<file path="config.mk">
export PLATFORM = sky130hd
export DESIGN_NAME = match_scoreboard
export DESIGN_NICKNAME = d
export VERILOG_FILES = /design/src/rtl/fq_pkg.sv /design/src/rtl/edge_detect.sv /design/src/rtl/match_scoreboard.sv
export SDC_FILE = /design/constraint.sdc
export NUM_CORES = 1
export LEC_CHECK = 0
export ABC_AREA = 1
export BUFFER_PORTS_ARGS = -buffer_cell sky130_fd_sc_hd__buf_4
export CAP_MARGIN = 20
export CORE_ASPECT_RATIO = 0.6
export CORE_UTILIZATION = 62
export DETAILED_ROUTE_END_ITERATION = 10
export PLACE_DENSITY = 0.85
export REMOVE_ABC_BUFFERS = 1
export SYNTH_ARGS = -nofsm -noshare
export SYNTH_HDL_FRONTEND = slang
export SYNTH_SLANG_ARGS = --single-unit
</file>
<file path="constraint.sdc">
create_clock -name clk -period 3.6 [get_ports clk]
set_input_delay 0.18 -clock clk [delete_from_list [all_inputs] [get_ports clk]]
set_output_delay 0.18 -clock clk [all_outputs]
set_load 0.02 [all_outputs]
</file>
<file path="src/rtl/fq_pkg.sv">
// Shared types for the match scoreboard: FSM states, winner codes and goal
// counter width.
package fq_pkg;

  typedef enum logic [1:0] {
    IDLE       = 2'd0,
    PLAYING    = 2'd1,
    GOAL_PAUSE = 2'd2,
    GAME_OVER  = 2'd3
  } state_t;

  localparam logic [1:0] WIN_NONE = 2'b00;
  localparam logic [1:0] WIN_T1   = 2'b01;
  localparam logic [1:0] WIN_T2   = 2'b10;
  localparam logic [1:0] WIN_DRAW = 2'b11;

  localparam int GOAL_W = 4;

  function automatic logic [1:0] winner_of(input logic [GOAL_W-1:0] a,
                                           input logic [GOAL_W-1:0] b);
    if (a > b)      return WIN_T1;
    else if (a < b) return WIN_T2;
    else            return WIN_DRAW;
  endfunction

endpackage

</file>
<file path="src/rtl/edge_detect.sv">
// Rising-edge detector producing a one-cycle pulse; SYNC=1 adds a 2-flop
// synchronizer in front for inputs that are asynchronous to clk.
module edge_detect #(
  parameter bit SYNC = 1'b0
) (
  input  logic clk,
  input  logic rst_n,
  input  logic d,
  output logic pulse
);

  logic d_s;
  logic d_prev;

  generate
    if (SYNC) begin : g_sync
      logic [1:0] sync_q;
      always_ff @(posedge clk or negedge rst_n) begin
        if (!rst_n) sync_q <= 2'b00;
        else        sync_q <= {sync_q[0], d};
      end
      assign d_s = sync_q[1];
    end else begin : g_raw
      assign d_s = d;
    end
  endgenerate

  always_ff @(posedge clk or negedge rst_n) begin
    if (!rst_n) d_prev <= 1'b0;
    else        d_prev <= d_s;
  end

  assign pulse = d_s & ~d_prev;

endmodule

</file>
<file path="src/rtl/match_scoreboard.sv">
// Match clock and score keeper: counts down seconds, tallies goals, freezes
// play during goal pauses and after full time, and reports the winner.
module match_scoreboard
  import fq_pkg::*;
#(
  parameter int CLK_FREQ           = 50_000_000,
  parameter int MATCH_SECONDS      = 90,
  parameter int GOAL_PAUSE_SECONDS = 2,
  parameter int SCORE_LIMIT        = 9
) (
  input  logic              clk,
  input  logic              rst_n,
  input  logic              start_button,
  input  logic              team1_score,
  input  logic              team2_score,
  output logic [7:0]        time_left,
  output logic [GOAL_W-1:0] team1_goals,
  output logic [GOAL_W-1:0] team2_goals,
  output logic              game_active,
  output logic              game_over,
  output logic [1:0]        winner,
  output logic              second_tick,
  output state_t            state_dbg
);

  localparam int PW = (CLK_FREQ > 1) ? $clog2(CLK_FREQ) : 1;
  localparam logic [PW-1:0]     PRESC_MAX  = PW'(CLK_FREQ - 1);
  localparam logic [7:0]        TL_INIT    = 8'(MATCH_SECONDS);
  localparam logic [7:0]        PAUSE_INIT = 8'(GOAL_PAUSE_SECONDS);
  localparam logic [GOAL_W-1:0] LIMIT      = GOAL_W'(SCORE_LIMIT);

  logic start_ev, t1_ev, t2_ev;

  edge_detect #(.SYNC(1'b1)) u_start (
    .clk(clk), .rst_n(rst_n), .d(start_button), .pulse(start_ev)
  );
  edge_detect #(.SYNC(1'b0)) u_team1 (
    .clk(clk), .rst_n(rst_n), .d(team1_score), .pulse(t1_ev)
  );
  edge_detect #(.SYNC(1'b0)) u_team2 (
    .clk(clk), .rst_n(rst_n), .d(team2_score), .pulse(t2_ev)
  );

  state_t            state_q, state_n;
  logic [PW-1:0]     presc_q, presc_n;
  logic [7:0]        pause_q, pause_n;
  logic [7:0]        time_q, time_n;
  logic [GOAL_W-1:0] g1_q, g1_n, g2_q, g2_n;
  logic [1:0]        winner_q, winner_n;
  logic              tick_q, tick_n;
  logic              counting, wrap;

  assign counting = (state_q == PLAYING) || (state_q == GOAL_PAUSE);
  assign wrap     = counting && (presc_q == PRESC_MAX);

  always_ff @(posedge clk or negedge rst_n) begin
    if (!rst_n) begin
      state_q  <= IDLE;
      presc_q  <= '0;
      pause_q  <= '0;
      time_q   <= TL_INIT;
      g1_q     <= '0;
      g2_q     <= '0;
      winner_q <= WIN_NONE;
      tick_q   <= 1'b0;
    end else begin
      state_q  <= state_n;
      presc_q  <= presc_n;
      pause_q  <= pause_n;
      time_q   <= time_n;
      g1_q     <= g1_n;
      g2_q     <= g2_n;
      winner_q <= winner_n;
      tick_q   <= tick_n;
    end
  end

  always_comb begin
    state_n  = state_q;
    presc_n  = presc_q;
    pause_n  = pause_q;
    time_n   = time_q;
    g1_n     = g1_q;
    g2_n     = g2_q;
    winner_n = winner_q;
    tick_n   = wrap;

    if (counting) presc_n = wrap ? '0 : presc_q + PW'(1);

    case (state_q)
      IDLE: begin
        presc_n  = '0;
        pause_n  = '0;
        time_n   = TL_INIT;
        g1_n     = '0;
        g2_n     = '0;
        winner_n = WIN_NONE;
        if (start_ev) state_n = PLAYING;
      end

      PLAYING: begin
        if (wrap && (time_q != 8'd0)) time_n = time_q - 8'd1;
        if (t1_ev && (g1_q != LIMIT)) g1_n = g1_q + GOAL_W'(1);
        if (t2_ev && (g2_q != LIMIT)) g2_n = g2_q + GOAL_W'(1);
        // Full time outranks the score limit, which outranks a goal pause;
        // a goal on the final tick is therefore counted before game over.
        if (wrap && (time_n == 8'd0)) begin
          state_n  = GAME_OVER;
          winner_n = winner_of(g1_n, g2_n);
        end else if ((g1_n == LIMIT) || (g2_n == LIMIT)) begin
          state_n  = GAME_OVER;
          winner_n = winner_of(g1_n, g2_n);
        end else if (t1_ev || t2_ev) begin
          state_n = GOAL_PAUSE;
          pause_n = PAUSE_INIT;
        end
      end

      GOAL_PAUSE: begin
        if (wrap) begin
          if (pause_q > 8'd1) begin
            pause_n = pause_q - 8'd1;
          end else begin
            pause_n = '0;
            state_n = PLAYING;
          end
        end
      end

      GAME_OVER: begin
        presc_n = '0;
        if (start_ev) begin
          state_n  = IDLE;
          time_n   = TL_INIT;
          g1_n     = '0;
          g2_n     = '0;
          winner_n = WIN_NONE;
        end
      end

      default: state_n = IDLE;
    endcase
  end

  assign time_left   = time_q;
  assign team1_goals = g1_q;
  assign team2_goals = g2_q;
  assign game_active = (state_q == PLAYING);
  assign game_over   = (state_q == GAME_OVER);
  assign winner      = winner_q;
  assign second_tick = tick_q;
  assign state_dbg   = state_q;

endmodule
</file>
==> out/metrics.csv <==
stage,metric,value,unit
timing,skew,0.0155,ns
floorplan,die-height,61.1,um
route,vias_per_cell,5.39,
min_path,min_path_type,reg2reg,
cts,cts_tree,done,
timing,finalHoldViolations,0,
timing,worst_slew_pin_slew,0.730,ns
timing,relSlewSlack,51.3,%
critical_path,crit_fanout,12,
cts,clk_pin_slew,0.07,ns
route,wl_per_cell,13.4,um
min_path,whs_path_depth,0,
layout,stdcell_count,603,
cts,postCtsSetupBuffers,0,
placement,place_ws,1.12,ns
critical_path,start_kind,flip-flop,
logic_synthesis,seq_area_frac_synth,41.7,%
logic_synthesis,avgSynthCellArea,7.54,um2
floorplan,initial_core_util,64.6,%
global_routing,grt_antenna_before_repair,0,
layout,fin_nets,541,
critical_path,reg2reg_depth,9,
layout,layout-drive-gt1-share,13.6,%
global_routing,grt_pass1_wl,13000,um
power,p_per_area,627,nW/um2
critical_path,r2r_slack,0.98,ns
cts,cts.sinks,60,
placement,post-dp-hpwl,5860,um
logic_synthesis,syn_inst,479,
logic_synthesis,syn_area,3610,um2
floorplan,die_w,101,um
cts,clockBufferDepth,2,
timing,slew_violations,0,
layout,area_delta_synth_final,15.5,%
placement,dp.cells,583,
route,drtIter0Drc,232,
placement,portBuffers,27,
timing,setup_viol,0,
job,cap_violations,0,
floorplan,die_area,6150,um2
timing,setup_ws,0.985,ns
route,dr.pass1.iters,4,
timing,fin_crit_sh,72.6,%
layout,design_area,4170,um2
logic_synthesis,ys_seq_elements,60,
cts,cts_root_buf,clkbuf_8,
timing,fin_crit,2.62,ns
cts,numCtsBuffers,9,
critical_path,endpoint_kind,flip-flop,
critical_path,cp.arrival,2.86,ns
floorplan,rows,21,
global_routing,grt_max_degree,61,
layout,nFillCells,417,
global_routing,overflow,0,
route,drc_errors,0,
timing,rsz0062_at_grt,false,
logic_synthesis,synth.yosys.warnings,0,
floorplan,boundaryPins,28,
critical_path,path_class,reg2reg,
status,outcome,completed,
layout,diodes,0,
critical_path,worst_ep_required_time,3.84,ns
global_routing,grt_pass1_vias,2753,
power,p_leak,2.05,nW
power,irDropWorstVdd,0.312,mV
route,antenna_left,0,
route,vias,3251,
logic_synthesis,synth_cell_types,37,
placement,dpl_cell_area,3900,um2
placement,gp_congestion,0.920,
route,routed_wl,8100,um
cts,clk_latency,0.35,ns
timing,tns,0,ns
timing,max_freq,382,MHz
floorplan,coreArea,5600,um2
cts,cts-htree-levels,3,
global_routing,track_usage,28.0,%
-- sequential cells by signal, summed over array words and instances, names as in the netlist --
register	flops
state_dbg	2
winner	2
presc_q	26
u_start.d_prev	1
u_start.g_sync.sync_q	2
second_tick	1
u_team1.d_prev	1
team1_goals	4
time_left	8
u_team2.d_prev	1
pause_q	8
team2_goals	4
-- repair_timing --
item / CTS / global route
hold endpoints to repair: 59 / 0
gates resized for setup: 0 / 0
hold buffers: 4 / 0
-- cell type report --
class / instances / area (um2) / area share (%)
sequential: 60 / 1510 / 36.1
inverter: 74 / 278 / 6.66
clock buffer: 11 / 151 / 3.63
multi-input combinational: 341 / 1800 / 43.2
clock inverter: 5 / 83.8 / 2.01
tap: 80 / 100 / 2.40
timing repair buffer: 32 / 250 / 6.00
-- per-stage QoR --
step           power (mW)  hold WS [ns]  utilization (%)
2_1_floorplan        1.57        -0.116                -
3_3_place_gp         1.84         0.287             69.6
3_5_place_dp         1.87         0.291             69.6
4_1_cts              2.60         0.351             74.6
5_1_grt              2.78         0.369             74.6
6_report             2.62         0.349             74.6
-- layer usage --
| layer | global-route usage, % | share of wire (%) | up-vias |
|---|---|---|---|
| met3 | 7.26 | 8.5 | 11 |
| li1 | - | - | 1617 |
| met2 | 38.8 | 41 | 141 |
| met1 | 43.0 | 49 | 1482 |
| met5 | 0 | 0 | - |
| met4 | 7.66 | 1.1 | 0 |
-- cell families after synthesis --
| group | synth area share, % |
|---|---|
| compound gates | 8.80 |
| xor+xnor | 3.15 |
| flops | 41.7 |
| buf+inv | 8.41 |
| fa+ha+maj | 6.23 |
| simple gates | 31.7 |
-- final timing paths --
path	from	to
max reg2reg	state_dbg[0]$_DFFE_PN0P_	time_left[5]$_DFFE_PN0P_
min	u_start.g_sync.sync_q[0]$_DFF_PN0_	u_start.g_sync.sync_q[1]$_DFF_PN0_
max	state_dbg[0]$_DFFE_PN0P_	time_left[5]$_DFFE_PN0P_
min in group asynchronous	rst_n	u_start.g_sync.sync_q[1]$_DFF_PN0_
min reg2reg	u_start.g_sync.sync_q[0]$_DFF_PN0_	u_start.g_sync.sync_q[1]$_DFF_PN0_
max in group asynchronous	rst_n	team1_goals[2]$_DFFE_PN0P_
-- synthesized netlist by cell type --
cell type	number	share of area (%)
a211oi_1	2	0.42
a31oi_1	3	0.52
o211ai_1	1	0.21
o211a_1	1	0.28
a22oi_1	2	0.42
nand3_1	32	4.4
nand3_2	3	0.83
nand2_1	111	12
nor2_1	65	6.8
nand2_4	2	0.62
o21ai_0	16	2.2
inv_1	72	7.5
ha_1	18	6.2
nand2_2	5	0.87
a21oi_1	13	1.8
nor3_1	18	2.5
a21oi_2	1	0.24
o221a_2	1	0.31
xnor2_1	5	1.2
nor2_4	1	0.31
xor2_1	8	1.9
nor4_1	4	0.69
o21a_1	1	0.21
dfrtp_1	56	39
nor2_2	6	1.0
inv_2	1	0.10
a221oi_1	1	0.24
nand3b_1	1	0.21
nand4_1	4	0.69
o21bai_1	1	0.21
clkbuf_1	3	0.31
nor3b_1	2	0.42
nor3_2	3	0.83
o22ai_1	10	1.7
clkinv_1	1	0.10
dfstp_2	4	2.9
buf_8	1	0.42
-- layout by cell type (no fill, tap or decap), types with 3 or more instances in the layout --
| master | Yosys | routed |
|---|---|---|
| a21oi_1 | 13 | 13 |
| a31oi_1 | 3 | 3 |
| buf_4 | 0 | 28 |
| clkbuf_8 | 0 | 11 |
| dfrtp_1 | 56 | 56 |
| dfstp_2 | 4 | 4 |
| dlygate4sd3_1 | 0 | 4 |
| ha_1 | 18 | 18 |
| inv_1 | 72 | 72 |
| nand2_1 | 111 | 111 |
| nand2_2 | 5 | 5 |
| nand3_1 | 32 | 32 |
| nand3_2 | 3 | 3 |
| nand4_1 | 4 | 4 |
| nor2_1 | 65 | 65 |
| nor2_2 | 6 | 6 |
| nor3_1 | 18 | 18 |
| nor3_2 | 3 | 3 |
| nor4_1 | 4 | 4 |
| o21ai_0 | 16 | 16 |
| o22ai_1 | 10 | 10 |
| xnor2_1 | 5 | 5 |
| xor2_1 | 8 | 8 |
-- where the power goes --
part           total (mW)  switching, mW  internal, mW
Combinational        1.05          0.700         0.354
Sequential          0.853         0.0983         0.754
Clock               0.711          0.283         0.428
-- critical path, stage by stage (launching register included) --
cell and delay (ns):
dfrtp_1 0.44, ha_1 0.25, inv_1 0.15, nor2_1 0.07, nor2_1 0.08, buf_4 0.20
inv_1 0.19, nor2_1 0.49, inv_1 0.37, o22ai_1 0.27
(Power assumes the default switching activity.)
